File: config.mk
export PLATFORM = sky130hd
export DESIGN_NAME = up_down_counter_mod
export DESIGN_NICKNAME = d
export VERILOG_FILES = /design/src/rtl/counter_pkg.sv /design/src/rtl/tick_gen.sv /design/src/rtl/up_down_counter_mod.sv
export SDC_FILE = /design/constraint.sdc
export NUM_CORES = 1
export LEC_CHECK = 0
export BUFFER_PORTS_ARGS = -buffer_cell sky130_fd_sc_hd__buf_2
export CAP_MARGIN = 20
export CORE_MARGIN = 2
export CORE_UTILIZATION = 56
export CTS_BUF_LIST = sky130_fd_sc_hd__clkbuf_4
export CTS_CLUSTER_DIAMETER = 150
export CTS_CLUSTER_SIZE = 20
export DETAILED_ROUTE_END_ITERATION = 12
export GPL_ROUTABILITY_DRIVEN = 0
export PLACE_DENSITY_LB_ADDON = 0.3
export SYNTH_ARGS = -nofsm -noshare
export SYNTH_HDL_FRONTEND = slang
export SYNTH_HIERARCHICAL = 1
export SYNTH_SLANG_ARGS = --single-unit
File: constraint.sdc
create_clock -name clk -period 2 [get_ports clk]
set_input_delay 0.4 -clock clk [delete_from_list [all_inputs] [get_ports clk]]
set_output_delay 0.4 -clock clk [all_outputs]
set_load 0.1 [all_outputs]
File: src/rtl/counter_pkg.sv
// Shared constants and helpers for the up/down modulo counter family.
package counter_pkg;

    localparam logic DIR_UP   = 1'b1;
    localparam logic DIR_DOWN = 1'b0;

    // Default single decimal/hex display digit.
    typedef logic [3:0] digit_t;

    // Prescaler register width: enough bits to hold 0..div_value, never zero.
    function automatic int presc_width(input int div_value);
        int w;
        w = $clog2(div_value + 1);
        return (w < 1) ? 1 : w;
    endfunction

endpackage

File: src/rtl/tick_gen.sv
// Free-running prescaler; emits a registered one-cycle tick every DIV_VALUE+1 clocks.
module tick_gen
    import counter_pkg::*;
#(
    parameter int DIV_VALUE = 49999999
) (
    input  logic clk,
    input  logic reset,
    output logic tick
);

    localparam int PW = presc_width(DIV_VALUE);
    localparam logic [PW-1:0] DIV_TERM = PW'(DIV_VALUE);

    logic [PW-1:0] presc;
    logic [PW-1:0] presc_nxt;

    always_comb begin
        presc_nxt = (presc == DIV_TERM) ? '0 : presc + 1'b1;
    end

    // tick is registered against the next prescaler value so it is high
    // exactly while the prescaler sits at its terminal value.
    always_ff @(posedge clk) begin
        if (!reset) begin
            presc <= '0;
            tick  <= 1'b0;
        end else begin
            presc <= presc_nxt;
            tick  <= (presc_nxt == DIV_TERM);
        end
    end

endmodule

File: src/rtl/up_down_counter_mod.sv
// Parametrised up/down modulo counter with load, enable, terminal-count pulse and prescaler tick.
// Define UDC_SATURATE_EN to pin at the range limits instead of wrapping.
module up_down_counter_mod
    import counter_pkg::*;
#(
    parameter int WIDTH     = 4,
    parameter int MOD_VALUE = 10,
    parameter int DIV_VALUE = 49999999
) (
    input  logic             clk,
    input  logic             reset,
    input  logic             en,
    input  logic             ud,
    input  logic             load,
    input  logic [WIDTH-1:0] load_val,
    output logic [WIDTH-1:0] count,
    output logic             tc,
    output logic             tick
);

    // MOD_VALUE may equal 2**WIDTH, so only the top value is ever formed.
    localparam logic [WIDTH-1:0] MAX = WIDTH'(MOD_VALUE - 1);

    logic [WIDTH-1:0] load_clamp;

    tick_gen #(.DIV_VALUE(DIV_VALUE)) u_tick_gen (
        .clk   (clk),
        .reset (reset),
        .tick  (tick)
    );

    always_comb begin
        load_clamp = (load_val > MAX) ? MAX : load_val;
    end

    always_ff @(posedge clk) begin
        if (!reset) begin
            count <= '0;
            tc    <= 1'b0;
        end else if (load) begin
            count <= load_clamp;
            tc    <= 1'b0;
        end else if (tick && en) begin
            if (ud == DIR_UP) begin
                if (count == MAX) begin
`ifdef UDC_SATURATE_EN
                    count <= MAX;
`else
                    count <= '0;
`endif
                    tc    <= 1'b1;
                end else begin
                    count <= count + 1'b1;
                    tc    <= 1'b0;
                end
            end else begin
                if (count == '0) begin
`ifdef UDC_SATURATE_EN
                    count <= '0;
`else
                    count <= MAX;
`endif
                    tc    <= 1'b1;
                end else begin
                    count <= count - 1'b1;
                    tc    <= 1'b0;
                end
            end
        end else begin
            tc <= 1'b0;
        end
    end

endmodule

# == After elaboration in Yosys (flattened, before gate mapping) ==
# Cells that the tools add are included.
# totals
regBits,32
in_bits,9
out_inout_bits,6
elab_cells,27
# classes
n_addsub,3
magnitude_cmp,1
n_eq_ne,3
n_mux,10
bitwise_logic,2
reduce_logical,4
# ops
op,count
"equality test 26 bit, second input constant",2
"adder 26 x 1 -> 26 bit, second input constant",1
2-to-1 mux 26 bit,1
2-to-1 mux 4 bit,6
"adder 4 x 1 -> 4 bit, second input constant",1
"equality test 4 bit, second input constant",1
"> comparator 4 bit, second input constant",1
zero test 4 bit,1
"subtractor 4 x 1 -> 4 bit, second input constant",1
2-to-1 mux 1 bit,3
OR reduction 3 bit,1
inverter 1 bit,2
nonzero test 2 bit,1
logical AND 1 bit,1

# == Logic depth before layout (Yosys ltp) ==
# Gate-level depths: netlist (run 1).
# depth
word_depth,5
depth_mapped,8
mapped_depth_nobuf,7

# == By module ==
# Netlist (run 1), hierarchy kept.
# by_module_without_submodules
module,n_inst,cells_each,area_per_inst_um2,seq_area_each_um2
tick_gen,1,179,1517.7,540.5
up_down_counter_mod,1,57,414.1,100.1

# == Worst setup path before layout (run 1) ==
# Ideal clock, no wire load.
# synth_path
path_type,reg2reg
from,reg u_tick_gen.presc[0]
to,reg u_tick_gen.presc[14]
setup_time_ps,118
arrival_ps,1932
t_required_ps,1882
slack_ps,-50
path_stages_with_launch,9
n_path_buf,1
synth_period_minus_slack_ps,2050
cell_sequence,dfxtp_1 > ha_1 > nand2_1 > nor2_4 > and3_4 > nand4_2 > o41ai_4 > buf_6 > nor2_1
# synth_between
elab_chain_len,2
word_cells_on_any_way,3
classes_between,add/sub (1); eq/ne (1); mux (1)
# synth_rtl
element,line,text
start: declaration,tick_gen.sv:15,logic [PW-1:0] presc;
start signal: assignment,tick_gen.sv:29,presc <= presc_nxt;
adder 26 x 1 -> 26 bit or equality test 26 bit (tied branches),tick_gen.sv:19,presc_nxt = (presc == DIV_TERM) ? '0 : presc + 1'b1;
2-to-1 mux 26 bit *,tick_gen.sv:19,
# Every way passes the cells marked *; elsewhere a longest branch is shown, timed or not.
# A chain may end at the register's enable or synchronous reset.

# == Worst setup path in the final report (run 1) ==
# layout_path
from,reg u_tick_gen.presc[8]
to,reg u_tick_gen.tick
# layout_between
elab_chain_len,3
word_cells_on_any_way,4
classes_between,add/sub (1); eq/ne (2); mux (1)
# layout_rtl
element,line,text
adder 26 x 1 -> 26 bit or equality test 26 bit (tied branches),tick_gen.sv:19,
2-to-1 mux 26 bit *,tick_gen.sv:19,
equality test 26 bit *,tick_gen.sv:30,tick <= (presc_nxt == DIV_TERM);
end signal: assignment,tick_gen.sv:30,
end: declaration,tick_gen.sv:9,output logic tick
# Marks and branches as above.

==> results.json, run 1 <==
{
  "worstReg2RegStart": "u_tick_gen/presc[8]",
  "grt_max_degree": 14,
  "ys.warnings.count": 6,
  "grt_pass1_vias": 1525,
  "maxCapViolCount": 0,
  "async_flop_share_pct": 0,
  "dp.final_hpwl_mm": 2.901,
  "synth_cell_types": 47,
  "fin_worst_skew_ns": 0.008997,
  "path_class": "reg2reg",
  "initial_core_util_pct": 57.89,
  "rr_worst_depth": 6,
  "maxSlewViolCount": 0,
  "critPathLaunchType": "register",
  "path_max_fanout": 7,
  "syn_nets": 246,
  "worst_pin_slew_ns": 0.4850,
  "yosysTopAreaCell": "dfxtp_1",
  "ys.flop_type": "dfxtp_1",
  "holdPathStages": 3,
  "first_iter_violations": 70,
  "synth_seq_cells": 32,
  "path_clk_slew_ns": 0.10,
  "syn_avg_cell_area_um2": 8.186,
  "clkLatencyLatePin_ns": 0.34,
  "crit_path_end_kind": "register",
  "hold_violations": 0,
  "leakage_nw": 0.7899,
  "min_from": "load_val[1]",
  "clock-sinks": 32,
  "slew_headroom_pct": 67.89,
  "placed_cell_area_um2": 2077,
  "ant_nets": 0,
  "die_x_um": 62.74,
  "rows": 21,
  "hp-class": "in2reg",
  "synth_edf_count": 0,
  "synth.cell_area_um2": 1932,
  "wl_per_cell_um": 12.88,
  "hold_end": "count[1]",
  "pwr_density_cell_nw_per_um2": 588.5,
  "grt_pass1_wl_mm": 6.741,
  "dr.pass1.iters": 4,
  "antenna_found_initial": 0,
  "netlist.area_leader.share_pct": 33.16,
  "irDropWorstVdd_mv": 0.3768,
  "ys_seq_area_share_pct": 33.16,
  "stdcell_area_um2": 2167,
  "syn2layout_area_growth_pct": 12.18,
  "num_vias": 1690,
  "reg2reg_slack_ns": 0.15,
  "grt_use_total_pct": 21.53,
  "drc_errors": 0,
  "diodes": 0,
  "crit_required_ns": 2.23,
  "rsz0062_at_grt": "false",
  "fin_crit_ns": 1.851,
  "cts_buffers": 5,
  "dieArea_um2": 3936,
  "portBuffers": 14,
  "cp.arrival_ns": 2.08,
  "drive_gt1_share_pct": 18.15,
  "setup_viol": 0,
  "nets": 268,
  "io_pins": 15,
  "design.core.area_um2": 3337,
  "cts_tree": "yes",
  "cts.path.max_buffers": 2,
  "synth_common_cells": "nor2_1 (36), dfxtp_1 (32), nand2_1 (20)",
  "cts_root_buf": "clkbuf_4",
  "routed_wl_mm": 3.928,
  "status": "finished, final reports clean",
  "setup_tns_ns": 0,
  "die_h_um": 62.74,
  "htreeDepth": 2,
  "gr-total-overflow": 0,
  "clock.fmax_mhz": 540.3,
  "yosysMostFrequentCell": "nor2_1",
  "fin_crit_sh_pct": 92.54,
  "synthCells": 236,
  "rr_endpoint": "u_tick_gen/tick",
  "vias_per_cell": 5.541,
  "synth_area_leaders": "dfxtp_1 (33%), nor2_1 (7.0%), xnor2_1 (6.3%)"
}
sequential cells by signal (all words and copies together) (netlist names):
name / cells
u_tick_gen/tick: 1
count: 4
tc: 1
u_tick_gen/presc: 26
report_power, final:
part           switching, mW  total (mW)  internal, mW
clock                  0.213       0.468         0.255
combinational         0.0964       0.143        0.0468
sequential            0.0165       0.664         0.647
total                  0.326        1.28         0.949
cells by family (layout without fill, tap and decap cells):
| group | after synthesis | after routing | share of synthesized area (%) |
|---|---|---|---|
| adder cells (fa/ha/maj) | 1 | 1 | 0.6476 |
| AND/OR/NAND/NOR | 123 | 123 | 35.10 |
| multiplexers | 4 | 4 | 2.073 |
| flip-flops | 32 | 32 | 33.16 |
| buffers and inverters | 17 | 40 | 5.310 |
| AO/OA/AOI/OAI | 33 | 33 | 11.92 |
| XOR/XNOR | 26 | 26 | 11.79 |
final cells by class:
type / instances / area (µm²)
multi-input combinational: 187 / 1204
fill: 289 / 1170
sequential: 32 / 640.6
timing repair buffer: 28 / 175.2
tap: 46 / 57.56
clock buffer: 5 / 37.54
clock inverter: 3 / 37.54
inverter: 4 / 15.01
worst max-delay path by stage:
stage                     slack, ns              endpoint  cells after the start           startpoint
after floorplan                0.09  u_tick_gen/presc[14]                      8  u_tick_gen/presc[0]
after global placement         0.16       u_tick_gen/tick                      7  u_tick_gen/presc[0]
after detailed placement       0.12       u_tick_gen/tick                      7  u_tick_gen/presc[1]
after CTS                      0.11       u_tick_gen/tick                      7  u_tick_gen/presc[1]
after global routing          0.006       u_tick_gen/tick                      7  u_tick_gen/presc[1]
final                          0.15       u_tick_gen/tick                      6  u_tick_gen/presc[8]
routing by layer:
layer  GRT usage [%]  up-vias  routed length, µm
met1           28.62      770               1912
met2           33.60       46               1810
met3           5.045        3                176
li1                -      871                  -
met5               0        -                  0
met4           8.889        0                 27
layout by cell type (no fill, tap or decap), drive strengths merged, types with 7 or more instances in the layout:
cell type and instances:
nor2 38, dfxtp 32, buf 28, nand2 21
xnor2 14, nand3 12, xor2 12, o21ai 10
nand4 10, nor3 8, nor2b 7, nor4 7
timing repair:
| item | 4_1_cts | 5_1_grt |
|---|---|---|
| hold buffers | 0 | 0 |
| buffers inserted | 0 | 0 |
| resized for setup | 0 | 3 |
| setup endpoints to repair | 0 | 1 |
worst max-delay path: stages (launching register included):
cell and delay [ns]:
dfxtp_1 0.43, nand3_1 0.20, nor4_4 0.46, nand4_1 0.23, mux2i_1 0.16, o211ai_1 0.20
nor4_2 0.05
through the flow:
stage	cells	worst slack, ns	util (%)	power (mW)	hold WS, ns
final	305	0.1492	64.94	1.275	0.3312
after CTS	305	0.1137	64.49	1.289	0.3207
after global routing	305	0.006201	64.94	1.337	0.3257
after global placement	297	0.1605	62.24	0.8171	0.5000
after detailed placement	297	0.1233	62.24	0.8200	0.5059
after floorplan	236	0.09056	-	0.7891	0.4635
Power figures use the tool's default switching activity.
==> run 2: changes to the inputs <==
Settings changed: BUFFER_PORTS_ARGS -buffer_cell sky130_fd_sc_hd__buf_2 to -buffer_cell sky130_fd_sc_hd__buf_4, CORE_MARGIN 2 to 3, MAX_ROUTING_LAYER set to met4.
==> run 2 against run 1 <==
Net effect:
- maximum frequency is 0.43% lower
- global-route usage is 0.58 points higher
- critical path depth unchanged
- sequential cell count is the same
- sequential share of layout area is 0.23 points lower
- wire length up 5.9%
- critical path type unchanged
==> results.json, run 2 (same netlist as run 1, synthesis figures left out) <==
{
  "reg2reg_slack_ns": 0.14,
  "reg_top3": "u_tick_gen/presc (26), count (4)",
  "largest_register": "u_tick_gen/presc",
  "dp_cells": 295,
  "dieArea_um2": 4191,
  "stdcell_area_um2": 2188,
  "cp.arrival_ns": 2.13,
  "vias_per_cell": 5.618,
  "holdPathStages": 3,
  "status": "finished, final reports clean",
  "syn2layout_area_growth_pct": 13.28,
  "rows": 20,
  "grt_pass1_vias": 1495,
  "nets": 269,
  "fill_cells": 269,
  "instances_no_fill": 304,
  "crit_path_end_kind": "register",
  "rr_worst_depth": 6,
  "dr.pass1.iters": 4,
  "wl_per_cell_um": 13.69,
  "design.core.area_um2": 3178,
  "path_buf_inv": 0,
  "diodes": 0,
  "fin_crit_ns": 1.859,
  "grt_pass1_wl_mm": 6.948,
  "hold_violations": 0,
  "grt_use_total_pct": 22.11,
  "portBuffers": 14,
  "ant_nets": 0,
  "largest_register_ff_count": 26,
  "io_pins": 15,
  "setup_viol": 0,
  "drc_errors": 0,
  "irDropWorstVdd_mv": 0.3946,
  "path_max_fanout": 7,
  "p_total_mw": 1.189,
  "path_class": "reg2reg",
  "hold_end": "count[1]",
  "crit_family": "simple AND/OR/NAND/NOR gates",
  "layout.cells.most_common": "nor2_1",
  "fin_worst_skew_ns": 0.01132,
  "leakage_nw": 0.7976,
  "final_core_utilization_pct": 68.86,
  "routed_wl_mm": 4.161,
  "rr_endpoint": "u_tick_gen/tick",
  "crit_path_max_incr_delay_ns": 0.47,
  "clock-sinks": 32,
  "whs_ns": 0.3212,
  "min_from": "load_val[1]",
  "path_clk_slew_ns": 0.10,
  "maxSlewViolCount": 0,
  "maxCapViolCount": 0,
  "worstReg2RegStart": "u_tick_gen/presc[10]",
  "clock.fmax_mhz": 538.0,
  "crit_chain": "nand2_1 -> nor4_4 -> nand4_1 -> mux2i_1 -> o211ai_1 -> nor4_2",
  "cts_root_buf": "clkbuf_4",
  "cts.path.max_buffers": 2,
  "initial_core_util_pct": 60.79,
  "die_x_um": 64.74,
  "cts_tree": "yes",
  "slew_headroom_pct": 68.57,
  "setup_tns_ns": 0,
  "antenna_found_initial": 0,
  "first_iter_violations": 186,
  "num_vias": 1708,
  "worst_pin_slew_ns": 0.4709,
  "die_h_um": 64.74,
  "drive_gt1_share_pct": 19.23,
  "fin_ws_ns": 0.1413,
  "slowest_stage": "dfxtp_1",
  "gr-total-overflow": 0,
  "placed_cell_area_um2": 2110,
  "dp.final_hpwl_mm": 3.060,
  "clkLatencyLatePin_ns": 0.35,
  "cts_buffers": 5,
  "grt_max_degree": 15,
  "fin_crit_sh_pct": 92.94,
  "pwr_density_cell_nw_per_um2": 543.2,
  "hp-class": "in2reg",
  "pre_cts_ws_ns": 0.06327,
  "layout_common_cells": "nor2_1 (36), dfxtp_1 (31), buf_4 (29)",
  "cts-hold-fix-buffers": 0,
  "critPathLaunchType": "register",
  "crit_required_ns": 2.27,
  "htreeDepth": 2
}
[run 2: worst max-delay path by stage]
stage	startpoint	cells past startpoint	end
5_1_grt	u_tick_gen/presc[10]	6	u_tick_gen/tick
2_1_floorplan	u_tick_gen/presc[0]	8	u_tick_gen/presc[14]
4_1_cts	u_tick_gen/presc[5]	6	u_tick_gen/tick
3_5_place_dp	u_tick_gen/presc[5]	6	u_tick_gen/tick
3_3_place_gp	u_tick_gen/presc[5]	6	u_tick_gen/tick
6_report	u_tick_gen/presc[10]	6	u_tick_gen/tick
[run 2: power breakdown]
part / switching, mW / internal (mW)
clock network: 0.213 / 0.162
registers: 0.0226 / 0.647
logic: 0.0912 / 0.0526
total: 0.327 / 0.862
[run 2: cell type report]
type | count | area [µm²] | area share [%]
multi-input cells | 187 | 1202 | 54.95
flip-flops and latches | 32 | 641.9 | 29.33
repair buffers | 29 | 217.7 | 9.949
well taps | 44 | 55.05 | 2.516
clock buffers | 7 | 52.55 | 2.401
inverters | 4 | 15.01 | 0.6861
clock inverters | 1 | 3.754 | 0.1715
[run 2: worst register-to-register path: cells and delay by family (launching register included)]
family / cells / cell delay, ns
and+or+nand+nor: 4 / 0.98
DFF: 1 / 0.47
muxes: 1 / 0.22
AOI/OAI and AO/OA: 1 / 0.11
[run 2: per-layer routing]
layer | GRT usage, % | vias to the layer above | wire (µm)
met5 | - | - | 0
met4 | 11.35 | 0 | 85
met3 | 4.679 | 9 | 188
met2 | 31.55 | 39 | 1929
met1 | 29.29 | 784 | 1958
li1 | - | 876 | -
[run 2: what timing repair did]
| action | 4_1_cts | 5_1_grt |
|---|---|---|
| setup endpoints to repair | 0 | 2 |
| resized for setup | 0 | 4 |
| setup buffers | 0 | 1 |
==> run 3: changes to the inputs <==
--- a/config.mk
+++ b/config.mk
@@ -10,5 +10,5 @@
 export CORE_MARGIN = 3
 export CORE_UTILIZATION = 56
-export CTS_BUF_LIST = sky130_fd_sc_hd__clkbuf_4
+export CTS_BUF_LIST = sky130_fd_sc_hd__clkbuf_4 sky130_fd_sc_hd__clkbuf_8
 export CTS_CLUSTER_DIAMETER = 150
 export CTS_CLUSTER_SIZE = 20
==> constraint.sdc (replaced) <==
create_clock -name clk -period 2 [get_ports clk]
set_input_delay 0.4 -clock clk [delete_from_list [all_inputs] [get_ports clk]]
set_output_delay 0.4 -clock clk [all_outputs]
set_load 0.005 [all_outputs]
==> run 3 against run 2 <==
Net effect:
- sequential cell count stayed put
- final cell count unchanged
- sequential share of layout area shrank 0.13 points
- via count rose by 0.53%
- maximum frequency is 0.19% lower
- global-route usage up 0.39 points
- die area stayed put
- utilization up 0.31 points
- wire length grew 1.5%
- first-iteration DRC count is 0.54% higher
- critical endpoint unchanged
==> results.json, run 3 (same netlist as run 1, synthesis figures left out) <==
{
  "fin_crit_ns": 1.862,
  "maxCapViolCount": 0,
  "vias_per_cell": 5.648,
  "diodes": 0,
  "irDropWorstVdd_mv": 0.3867,
  "fin_worst_skew_ns": 0.008664,
  "die_x_um": 64.74,
  "dieArea_um2": 4191,
  "crit_family": "simple AND/OR/NAND/NOR gates",
  "rr_worst_depth": 6,
  "die_h_um": 64.74,
  "reg_top3": "u_tick_gen/presc (26), count (4)",
  "reg2reg_slack_ns": 0.14,
  "leakage_nw": 0.8032,
  "grt_use_total_pct": 22.50,
  "crit_required_ns": 2.26,
  "drc_errors": 0,
  "critPathLaunchType": "register",
  "cts_root_buf": "clkbuf_4",
  "grt_pass1_wl_mm": 7.072,
  "setup_tns_ns": 0,
  "largest_register_ff_count": 26,
  "clkLatencyLatePin_ns": 0.34,
  "path_clk_slew_ns": 0.10,
  "first_iter_violations": 187,
  "holdPathStages": 3,
  "dp_cells": 295,
  "path_buf_inv": 0,
  "grt_max_degree": 15,
  "fill_cells": 270,
  "register_area_um2": 641.9,
  "p_total_mw": 1.188,
  "worstReg2RegStart": "u_tick_gen/presc[16]",
  "hold_violations": 0,
  "cts_tree": "yes",
  "cts-hold-fix-buffers": 0,
  "instances_no_fill": 304,
  "hold_end": "count[1]",
  "antenna_found_initial": 0,
  "path_max_fanout": 6,
  "dr.pass1.iters": 4,
  "cts_buffers": 5,
  "initial_core_util_pct": 60.79,
  "stdcell_area_um2": 2198,
  "gr-total-overflow": 0,
  "final_core_utilization_pct": 69.17,
  "crit_chain": "nand3_1 -> nor4_4 -> nand4_1 -> mux2i_1 -> o211ai_1 -> nor4_2",
  "path_class": "reg2reg",
  "crit_path_end_kind": "register",
  "crit_path_max_incr_delay_ns": 0.47,
  "nets": 269,
  "clock-sinks": 32,
  "rows": 20,
  "design.core.area_um2": 3178,
  "portBuffers": 14,
  "cp.arrival_ns": 2.13,
  "drive_gt1_share_pct": 19.62,
  "fin_crit_sh_pct": 93.11,
  "slowest_stage": "nor4_4",
  "routed_wl_mm": 4.222,
  "syn2layout_area_growth_pct": 13.80,
  "status": "finished, final reports clean",
  "setup_viol": 0,
  "worst_pin_slew_ns": 0.4629,
  "grt_pass1_vias": 1493,
  "pwr_density_cell_nw_per_um2": 540.5,
  "htreeDepth": 2,
  "largest_register": "u_tick_gen/presc",
  "layout_common_cells": "nor2_1 (36), dfxtp_1 (31), buf_4 (29)",
  "layout.cells.most_common": "nor2_1",
  "ant_nets": 0,
  "clock.fmax_mhz": 537.0,
  "num_vias": 1717,
  "min_from": "load_val[1]",
  "rsz0062_at_grt": "false",
  "slew_headroom_pct": 68.86,
  "maxSlewViolCount": 0,
  "io_pins": 15,
  "multiInputGateArea_um2": 1202,
  "rr_endpoint": "u_tick_gen/tick",
  "cts.path.max_buffers": 2,
  "dp.final_hpwl_mm": 3.060,
  "wl_per_cell_um": 13.89,
  "hp-class": "in2reg",
  "placed_cell_area_um2": 2110
}
run 3: worst reg2reg max path, cell delays in order, from the launching register on:
cell and delay, ns:
dfxtp_1 0.42, nand3_1 0.20, nor4_4 0.47, nand4_1 0.21, mux2i_1 0.22, o211ai_1 0.11, nor4_2 0.14
run 3: metrics by stage:
stage,setup WS [ns],hold WS [ns]
2_1_floorplan,0.09056,0.4635
5_1_grt,0.00003397,0.3298
3_3_place_gp,0.1298,0.4926
6_report,0.1378,0.3242
3_5_place_dp,0.06327,0.5013
4_1_cts,0.05678,0.3109
run 3: layout make-up:
type | instances | area share, %
well taps | 44 | 2.504
flip-flops and latches | 32 | 29.20
repair buffers | 29 | 9.903
clock buffers | 8 | 3.017
inverters | 4 | 0.6830
multi-input cells | 187 | 54.70
run 3: metal layers:
layer | up-vias | wire length (µm) | global-route usage, %
met5 | - | 0 | -
met4 | 0 | 99 | 10.55
met3 | 9 | 179 | 4.679
met2 | 44 | 1966 | 33.08
met1 | 787 | 1976 | 29.46
li1 | 877 | - | -
run 3: report_power, final:
part           leakage, nW  total (mW)  switching (mW)  internal [mW]
sequential           0.260       0.670          0.0225          0.647
clock               0.0394       0.416           0.216          0.200
combinational        0.504       0.102          0.0503         0.0522
total                0.803        1.19           0.288          0.900
run 3: worst max-delay path by stage:
| stage | cells after the start | endpoint | from |
|---|---|---|---|
| floorplan | 8 | u_tick_gen/presc[14] | u_tick_gen/presc[0] |
| global placement | 6 | u_tick_gen/tick | u_tick_gen/presc[5] |
| detailed placement | 6 | u_tick_gen/tick | u_tick_gen/presc[5] |
| CTS | 6 | u_tick_gen/tick | u_tick_gen/presc[5] |
| global route | 6 | u_tick_gen/tick | u_tick_gen/presc[10] |
| finish | 6 | u_tick_gen/tick | u_tick_gen/presc[16] |
run 3: timing repair:
action,in CTS,in global routing
setup endpoints to repair,0,2
setup buffers,0,1
gates resized for setup,0,4
